`src/rtl/pc_fetch_sequencer.sv`:
```
// Fetch PC sequencer: owns the PC, issues valid/ready fetches, applies branch/jump redirects with a one-entry pending buffer.
// Latency: redirect-to-PC 1 cycle; a request held under !ImemReady keeps PC stable and parks late redirects until accept.
module pc_fetch_sequencer #(
    parameter logic [31:0] RESET_PC = 32'h0000_0000
) (
    input  logic        Clk,
    input  logic        Reset,
    input  logic        Stall,
    input  logic        BranchValid,
    input  logic [31:0] BranchTarget,
    input  logic        JumpValid,
    input  logic [25:0] JumpIndex,
    input  logic        ImemReady,
    output logic [31:0] PC,
    output logic [31:0] PCPlus4,
    output logic        FetchValid,
    output logic        Flush,
    output logic        Misaligned
);

    typedef enum logic [1:0] {
        ST_INIT = 2'd0,
        ST_RUN  = 2'd1,
        ST_HALT = 2'd2
    } state_t;

    state_t      state_q, state_d;
    logic [31:0] pc_q, pc_d;
    logic        waiting_q, waiting_d;
    logic        pend_vld_q, pend_vld_d;
    logic        pend_is_branch_q, pend_is_branch_d;
    logic [31:0] pend_tgt_q, pend_tgt_d;
    logic        misaligned_q, misaligned_d;

    logic        run;
    logic        redir;
    logic [31:0] jump_tgt;
    logic [31:0] redir_tgt;
    logic        fv_raw;
    logic        accept_raw;
    logic        apply;
    logic        blocked;
    logic        drain;
    logic        load;
    logic [31:0] load_tgt;
    logic        bad_tgt;
    logic        fetch_vld;
    logic        accept;

    always_comb begin
        run        = (state_q == ST_RUN);
        redir      = BranchValid | JumpValid;
        jump_tgt   = {pc_q[31:28], JumpIndex, 2'b00};
        // Branch belongs to the older instruction, so a same-cycle jump is on the squashed path.
        redir_tgt  = BranchValid ? BranchTarget : jump_tgt;
        fv_raw     = run & (~Stall | waiting_q);
        accept_raw = fv_raw & ImemReady;
        apply      = run & redir & (~waiting_q | ImemReady);
        blocked    = run & redir & waiting_q & ~ImemReady;
        drain      = pend_vld_q & accept_raw & ~redir;
        load       = apply | drain;
        load_tgt   = apply ? redir_tgt : pend_tgt_q;
        bad_tgt    = load & (load_tgt[1:0] != 2'b00);
        fetch_vld  = fv_raw & ~bad_tgt;
        accept     = fetch_vld & ImemReady;

        state_d          = state_q;
        pc_d             = pc_q;
        waiting_d        = fetch_vld & ~ImemReady;
        pend_vld_d       = pend_vld_q;
        pend_is_branch_d = pend_is_branch_q;
        pend_tgt_d       = pend_tgt_q;
        misaligned_d     = misaligned_q;

        if (state_q == ST_INIT) begin
            state_d = ST_RUN;
        end

        if (bad_tgt) begin
            state_d      = ST_HALT;
            misaligned_d = 1'b1;
            pend_vld_d   = 1'b0;
        end else if (load) begin
            pc_d       = load_tgt;
            pend_vld_d = 1'b0;
        end else if (accept & ~Stall) begin
            pc_d = pc_q + 32'd4;
        end

        // A parked branch must survive a later jump; a branch replaces anything.
        if (blocked) begin
            if (BranchValid) begin
                pend_vld_d       = 1'b1;
                pend_is_branch_d = 1'b1;
                pend_tgt_d       = BranchTarget;
            end else if (~pend_vld_q | ~pend_is_branch_q) begin
                pend_vld_d       = 1'b1;
                pend_is_branch_d = 1'b0;
                pend_tgt_d       = jump_tgt;
            end
        end
    end

    always_ff @(posedge Clk or posedge Reset) begin
        if (Reset) begin
            state_q          <= ST_INIT;
            pc_q             <= RESET_PC;
            waiting_q        <= 1'b0;
            pend_vld_q       <= 1'b0;
            pend_is_branch_q <= 1'b0;
            pend_tgt_q       <= 32'h0;
            misaligned_q     <= 1'b0;
        end else begin
            state_q          <= state_d;
            pc_q             <= pc_d;
            waiting_q        <= waiting_d;
            pend_vld_q       <= pend_vld_d;
            pend_is_branch_q <= pend_is_branch_d;
            pend_tgt_q       <= pend_tgt_d;
            misaligned_q     <= misaligned_d;
        end
    end

    assign PC         = pc_q;
    assign PCPlus4    = pc_q + 32'd4;
    assign FetchValid = fetch_vld;
    assign Flush      = load;
    assign Misaligned = misaligned_q;

endmodule

```
`config.mk`:
```
export PLATFORM = sky130hd
export DESIGN_NAME = pc_fetch_sequencer
export DESIGN_NICKNAME = d
export VERILOG_FILES = /design/src/rtl/pc_fetch_sequencer.sv
export SDC_FILE = /design/constraint.sdc
export NUM_CORES = 1
export LEC_CHECK = 0
export ABC_CLOCK_PERIOD_IN_PS = 6100
export CAP_MARGIN = 20
export CORE_MARGIN = 3
export CORE_UTILIZATION = 50
export DETAILED_ROUTE_END_ITERATION = 8
export PLACE_DENSITY_LB_ADDON = 0.08
export SKIP_LAST_GASP = 1
export SLEW_MARGIN = 20
export SYNTH_ARGS = -nofsm -noshare
export SYNTH_HDL_FRONTEND = slang
export SYNTH_SLANG_ARGS = --single-unit
```
`constraint.sdc`:
```
create_clock -name Clk -period 6.1 [get_ports Clk]
set_clock_uncertainty 0.05 [all_clocks]
set_input_delay 0.915 -clock Clk [delete_from_list [all_inputs] [get_ports Clk]]
set_output_delay 0.915 -clock Clk [all_outputs]
set_load 0.1 [all_outputs]
```
==> impl_metrics.env, run 1 <==
export IMPL_ioPinCount=131
export IMPL_wl_met3_mm=1.15
export IMPL_synthArstFlopShare_pct=100
export IMPL_grt_pass1_wl_mm=20.9
export IMPL_dieWidth_um=101
export IMPL_worst_ep_required_time_ns=5.13
export IMPL_dr_pass1_iters=5
export IMPL_fp_row_count=34
export IMPL_synth_cells=513
export IMPL_clk_pin_slew_worst_paths_ns=0.07
export IMPL_port_buffers=130
export IMPL_crit_type="input pin to output pin"
export IMPL_rsz0062_at_grt="no"
export IMPL_clock_sinks=70
export IMPL_syn_to_final_growth_pct=32.1
export IMPL_synth_edff_count=0
export IMPL_first_iter_violations=229
export IMPL_fin_crit_ns=4.84
export IMPL_synth_net_count=578
export IMPL_tightest_slew_ns=1.06
export IMPL_status="finished, final reports clean"
export IMPL_post_route_util_pct=68.5
export IMPL_setup_tns_final_ns=0
export IMPL_max_cap_violations=0
export IMPL_cts_root_buf="clkbuf_8"
export IMPL_finalCritPeriodShare_pct=79.3
export IMPL_end_kind="output pin"
export IMPL_worstPathMaxFanout=14
export IMPL_initial_core_util_pct=51.9
export IMPL_wl_mm=13.3
export IMPL_maxSlewViolCount=0
export IMPL_synth_avg_cell_area_um2=8.86
export IMPL_core_um2=8760
export IMPL_cts_buffers=9
export IMPL_cts_hold_buf=0
export IMPL_drive_gt1_share_pct=8.13
export IMPL_met1_length_mm=5.51
export IMPL_post_cts_buffers=0
export IMPL_grt_max_degree=48
export IMPL_vias=4487
export IMPL_max_freq_ghz=0.207
export IMPL_synthFlopType="dfrtp_1"
export IMPL_track_usage_pct=25.9
export IMPL_clk_latency_ns=0.34
export IMPL_antenna_found_initial=0
export IMPL_cts_tree="built"
export IMPL_clockBufferDepth=2
export IMPL_hold_viol=0
export IMPL_gp_congestion=0.854
export IMPL_ys_ff_latch=70
export IMPL_setup_viol=0
export IMPL_cts_resized=0
export IMPL_yosysSeqAreaShare_pct=38.5
export IMPL_gr_total_overflow=0
export IMPL_postRouteAntennaNets=0
export IMPL_route_met2_wl_mm=6.35
export IMPL_worstPathArrival_ns=3.87
export IMPL_max_slew_margin_pct=28.7
export IMPL_hold_class="flip-flop to flip-flop"
export IMPL_drc_errors=0
export IMPL_dieArea_um2=10300
export IMPL_grt_pass1_vias=4238
export IMPL_dr_max_layer_used="met4"
export IMPL_fp_dieH_um=101
export IMPL_htree_levels=3
export IMPL_holdWs_ns=0.429
export IMPL_worstSetupStartpointType="input pin"
export IMPL_ys_warnings_count=0
export IMPL_vias_per_cell=6.10
export IMPL_post_dp_hpwl_mm=9.70
export IMPL_diodes=0
export IMPL_ys_types=63
export IMPL_detail_route_wl_per_cell_um=18.1
export IMPL_num_nets_final=687
export IMPL_netlist_area_um2=4550
-- cell usage after synthesis, drive strengths merged (12+ instances only) --
library cell | count | area share [%]
nor2 | 31 | 2.7
nand4 | 21 | 3.4
inv | 16 | 1.3
o21ai | 46 | 5.1
nand3 | 24 | 2.8
buf | 19 | 2.6
a21oi | 15 | 1.7
xnor2 | 17 | 3.3
nand2 | 66 | 5.4
dfrtp | 70 | 39
mux2i | 29 | 6.4
clkbuf | 21 | 3.3
nor4 | 13 | 1.9
nor3 | 12 | 1.8
-- critical path, stage by stage --
cell             delay [ns]
clkdlybuf4s50_1        0.57
and4bb_2               0.30
nand3_1                0.49
o21ai_0                0.54
nor2_1                 0.08
clkdlybuf4s50_1        0.98
-- layer usage --
metal / up-vias / global-route usage, %
met3: 26 / 4.68
li1: 2083 / -
met5: - / 0
met1: 2141 / 34.9
met2: 237 / 41.6
met4: 0 / 9.71
-- path summary, 6_finish.rpt --
| kind | slack [ns] | to | startpoint | cells past startpoint |
|---|---|---|---|---|
| max | 1.26 | FetchValid | ImemReady | 6 |
| min in group asynchronous | 0.89 | Misaligned | Reset | 2 |
| max reg2reg | 3.35 | PC[19] | state_q[1] | 7 |
| min reg2reg | 0.43 | pend_tgt_q[1] | pend_tgt_q[1] | 2 |
| min | 0.43 | pend_tgt_q[1] | pend_tgt_q[1] | 2 |
| max in group asynchronous | 4.11 | PC[12] | Reset | 3 |
-- metrics by stage --
stage	setup slack [ns]	cell area, µm²	cells
2_1_floorplan	1.26	4550	513
3_3_place_gp	1.37	5790	719
3_5_place_dp	1.32	5790	719
4_1_cts	1.30	6000	735
5_1_grt	1.17	6000	735
6_report	1.26	6000	735
-- cells by family (layout without fill, tap and decap cells) --
family	count (synthesis)	in the layout	synth area share [%]
AO/OA/AOI/OAI	128	128	18.4
XOR/XNOR	28	28	5.39
adder cells (fa/ha/maj)	1	1	0.275
buffers and inverters	56	170	7.24
flip-flops	70	70	38.5
multiplexers	34	34	7.62
AND/OR/NAND/NOR	196	196	22.5
-- cell usage in the layout, fill, tap and decap left out, types with 3 or more instances in the layout --
cell type,netlist,routed
a211o_1,3,3
a211oi_1,6,6
a21oi_1,15,15
a22o_1,4,4
a22oi_1,6,6
a2bb2oi_1,10,10
a31oi_1,10,10
and2_1,5,5
and3_1,4,4
buf_4,4,9
clkbuf_8,7,10
clkdlybuf4s50_1,0,128
dfrtp_1,70,70
inv_1,15,14
mux2_2,5,5
mux2i_1,29,29
nand2_1,66,66
nand2b_1,3,3
nand3_1,23,23
nand4_1,19,19
nor2_1,30,30
nor3_1,8,8
nor3_2,4,3
nor4_1,12,12
o211ai_1,5,5
o21ai_0,45,45
o22ai_1,5,5
o31ai_1,5,4
or2_2,3,3
xnor2_1,17,17
xor2_1,11,11
-- final cells by class --
cell class / count / area (µm²)
sequential: 70 / 1750
inverter: 16 / 60.1
tap: 108 / 135
clock inverter: 4 / 70.1
multi-input combinational: 387 / 2490
fill: 728 / 2760
timing repair buffer: 138 / 1350
clock buffer: 12 / 145
-- flip-flops by register name, indices dropped and copies added, names as in the netlist --
register          cells
Misaligned            1
PC                   32
pend_is_branch_q      1
pend_tgt_q           32
pend_vld_q            1
state_q               2
waiting_q             1
Power of run 1 is not shown: default switching activity piles up to over one toggle a cycle in this logic, so the estimate is an artifact.
==> inputs of run 2 (changes only) <==
Settings changed: ABC_CLOCK_PERIOD_IN_PS 6100 to 4000, CORE_UTILIZATION 50 to 44.
Clock period 6.1 ns to 4 ns, I/O delays scaled along.
==> run 2 against run 1 <==
  * Die area up 13%
  * Largest cell class unchanged
  * Flip-flop and latch count unchanged
  * Wire length grew 3.3%
  * Setup slack got worse by 0.76 ns
  * Critical path type is now flip-flop to output pin
==> impl_metrics.env, run 2 (synthesized netlist as in run 1, its figures left out) <==
export IMPL_gr_total_overflow=0
export IMPL_dieWidth_um=108
export IMPL_holdWs_ns=0.425
export IMPL_post_dp_hpwl_mm=10.2
export IMPL_worst_ep_required_time_ns=3.35
export IMPL_rr_worst_depth=6
export IMPL_hold_class="flip-flop to flip-flop"
export IMPL_clockBufferDepth=2
export IMPL_worstPathMaxFanout=10
export IMPL_max_slew_margin_pct=32.6
export IMPL_fin_area_um2=6140
export IMPL_hold_viol=0
export IMPL_wl_mm=13.7
export IMPL_clk_latency_ns=0.35
export IMPL_fill_cells=864
export IMPL_vias=4454
export IMPL_postRouteAntennaNets=0
export IMPL_initial_core_util_pct=45.9
export IMPL_min_path_cells=2
export IMPL_cts_root_buf="clkbuf_8"
export IMPL_final_cell_mix="99 x clkdlybuf4s50_1, 70 x dfrtp_1, 66 x nand2_1"
export IMPL_max_stage_delay_ns=0.53
export IMPL_cts_resized=0
export IMPL_status="finished, final reports clean"
export IMPL_fp_row_count=36
export IMPL_tightest_slew_ns=1.01
export IMPL_htree_levels=3
export IMPL_placed_area_um2=5940
export IMPL_cts_hold_buf=0
export IMPL_register_area_um2=1750
export IMPL_end_kind="output pin"
export IMPL_cts_tree="built"
export IMPL_ioPinCount=131
export IMPL_dr_pass1_iters=8
export IMPL_post_route_util_pct=61.9
export IMPL_slowest_stage="dfrtp_1"
export IMPL_finalCritPeriodShare_pct=87.5
export IMPL_dieArea_um2=11600
export IMPL_worstPathArrival_ns=2.85
export IMPL_first_iter_violations=275
export IMPL_multi_input_area_um2=2590
export IMPL_syn_to_final_growth_pct=34.9
export IMPL_antenna_found_initial=0
export IMPL_fp_dieH_um=108
export IMPL_max_freq_ghz=0.286
export IMPL_clock_sinks=70
export IMPL_core_um2=9910
export IMPL_grt_max_degree=37
export IMPL_final_common_cell="clkdlybuf4s50_1"
export IMPL_max_cap_violations=0
export IMPL_crit_type="flip-flop to output pin"
export IMPL_drc_errors=0
export IMPL_setup_viol=0
export IMPL_crit_chain="ha_1, nand4_2, or3_1, nor4_1, xor2_2, buf_4"
export IMPL_grt_pass1_wl_mm=22.1
export IMPL_drive_gt1_share_pct=15.9
export IMPL_num_nets_final=694
export IMPL_clk_pin_slew_worst_paths_ns=0.08
export IMPL_maxSlewViolCount=0
export IMPL_gp_congestion=0.870
export IMPL_cts_buffers=9
export IMPL_grt_pass1_vias=4226
export IMPL_post_cts_buffers=0
export IMPL_fin_crit_ns=3.50
export IMPL_vias_per_cell=5.81
export IMPL_port_buffers=130
export IMPL_rsz0062_at_grt="no"
export IMPL_track_usage_pct=24.1
export IMPL_setup_tns_final_ns=0
export IMPL_worstSetupStartpointType="flip-flop"
export IMPL_detail_route_wl_per_cell_um=17.9
export IMPL_diodes=0
run 2: through the flow:
step / cells / setup slack, ns
floorplan: 513 / 0.0231
global placement: 751 / 0.973
detailed placement: 751 / 0.886
CTS: 767 / 0.502
global route: 767 / 0.274
finish: 767 / 0.499
run 2: cell type report:
cell class	instances	share of cell area, %
multi-input cells	387	42.1
flip-flops and latches	70	28.5
repair buffers	145	22.3
well taps	133	2.71
clock buffers	11	2.30
inverters	16	0.979
clock inverters	5	0.958
run 2: final timing paths:
path	from	end	slack, ns
max in group asynchronous	Reset	PC[31]	2.38
worst min-delay path	pend_tgt_q[1]	pend_tgt_q[1]	0.43
min in group asynchronous	Reset	pend_tgt_q[7]	0.67
worst max register to register	PC[2]	PC[22]	1.45
worst min register to register	pend_tgt_q[1]	pend_tgt_q[1]	0.43
worst max-delay path	PC[2]	PCPlus4[22]	0.50
run 2: worst max-delay path: cells and delay by family (launching register included):
kind / cells / cell delay (ns)
fa+ha+maj: 1 / 0.32
buf+inv: 1 / 0.30
flops: 1 / 0.53
simple gates: 3 / 1.20
xor+xnor: 1 / 0.16
run 2: layer usage:
layer  routed length (µm)  vias up  GRT usage [%]
li1                     -     2098              -
met1                 6000     2167           33.6
met2                 6540      172           38.5
met3                  951       17           4.02
met4                  223        0           7.57
met5                    0        -              0
Power of run 2 is left out for the same reason.
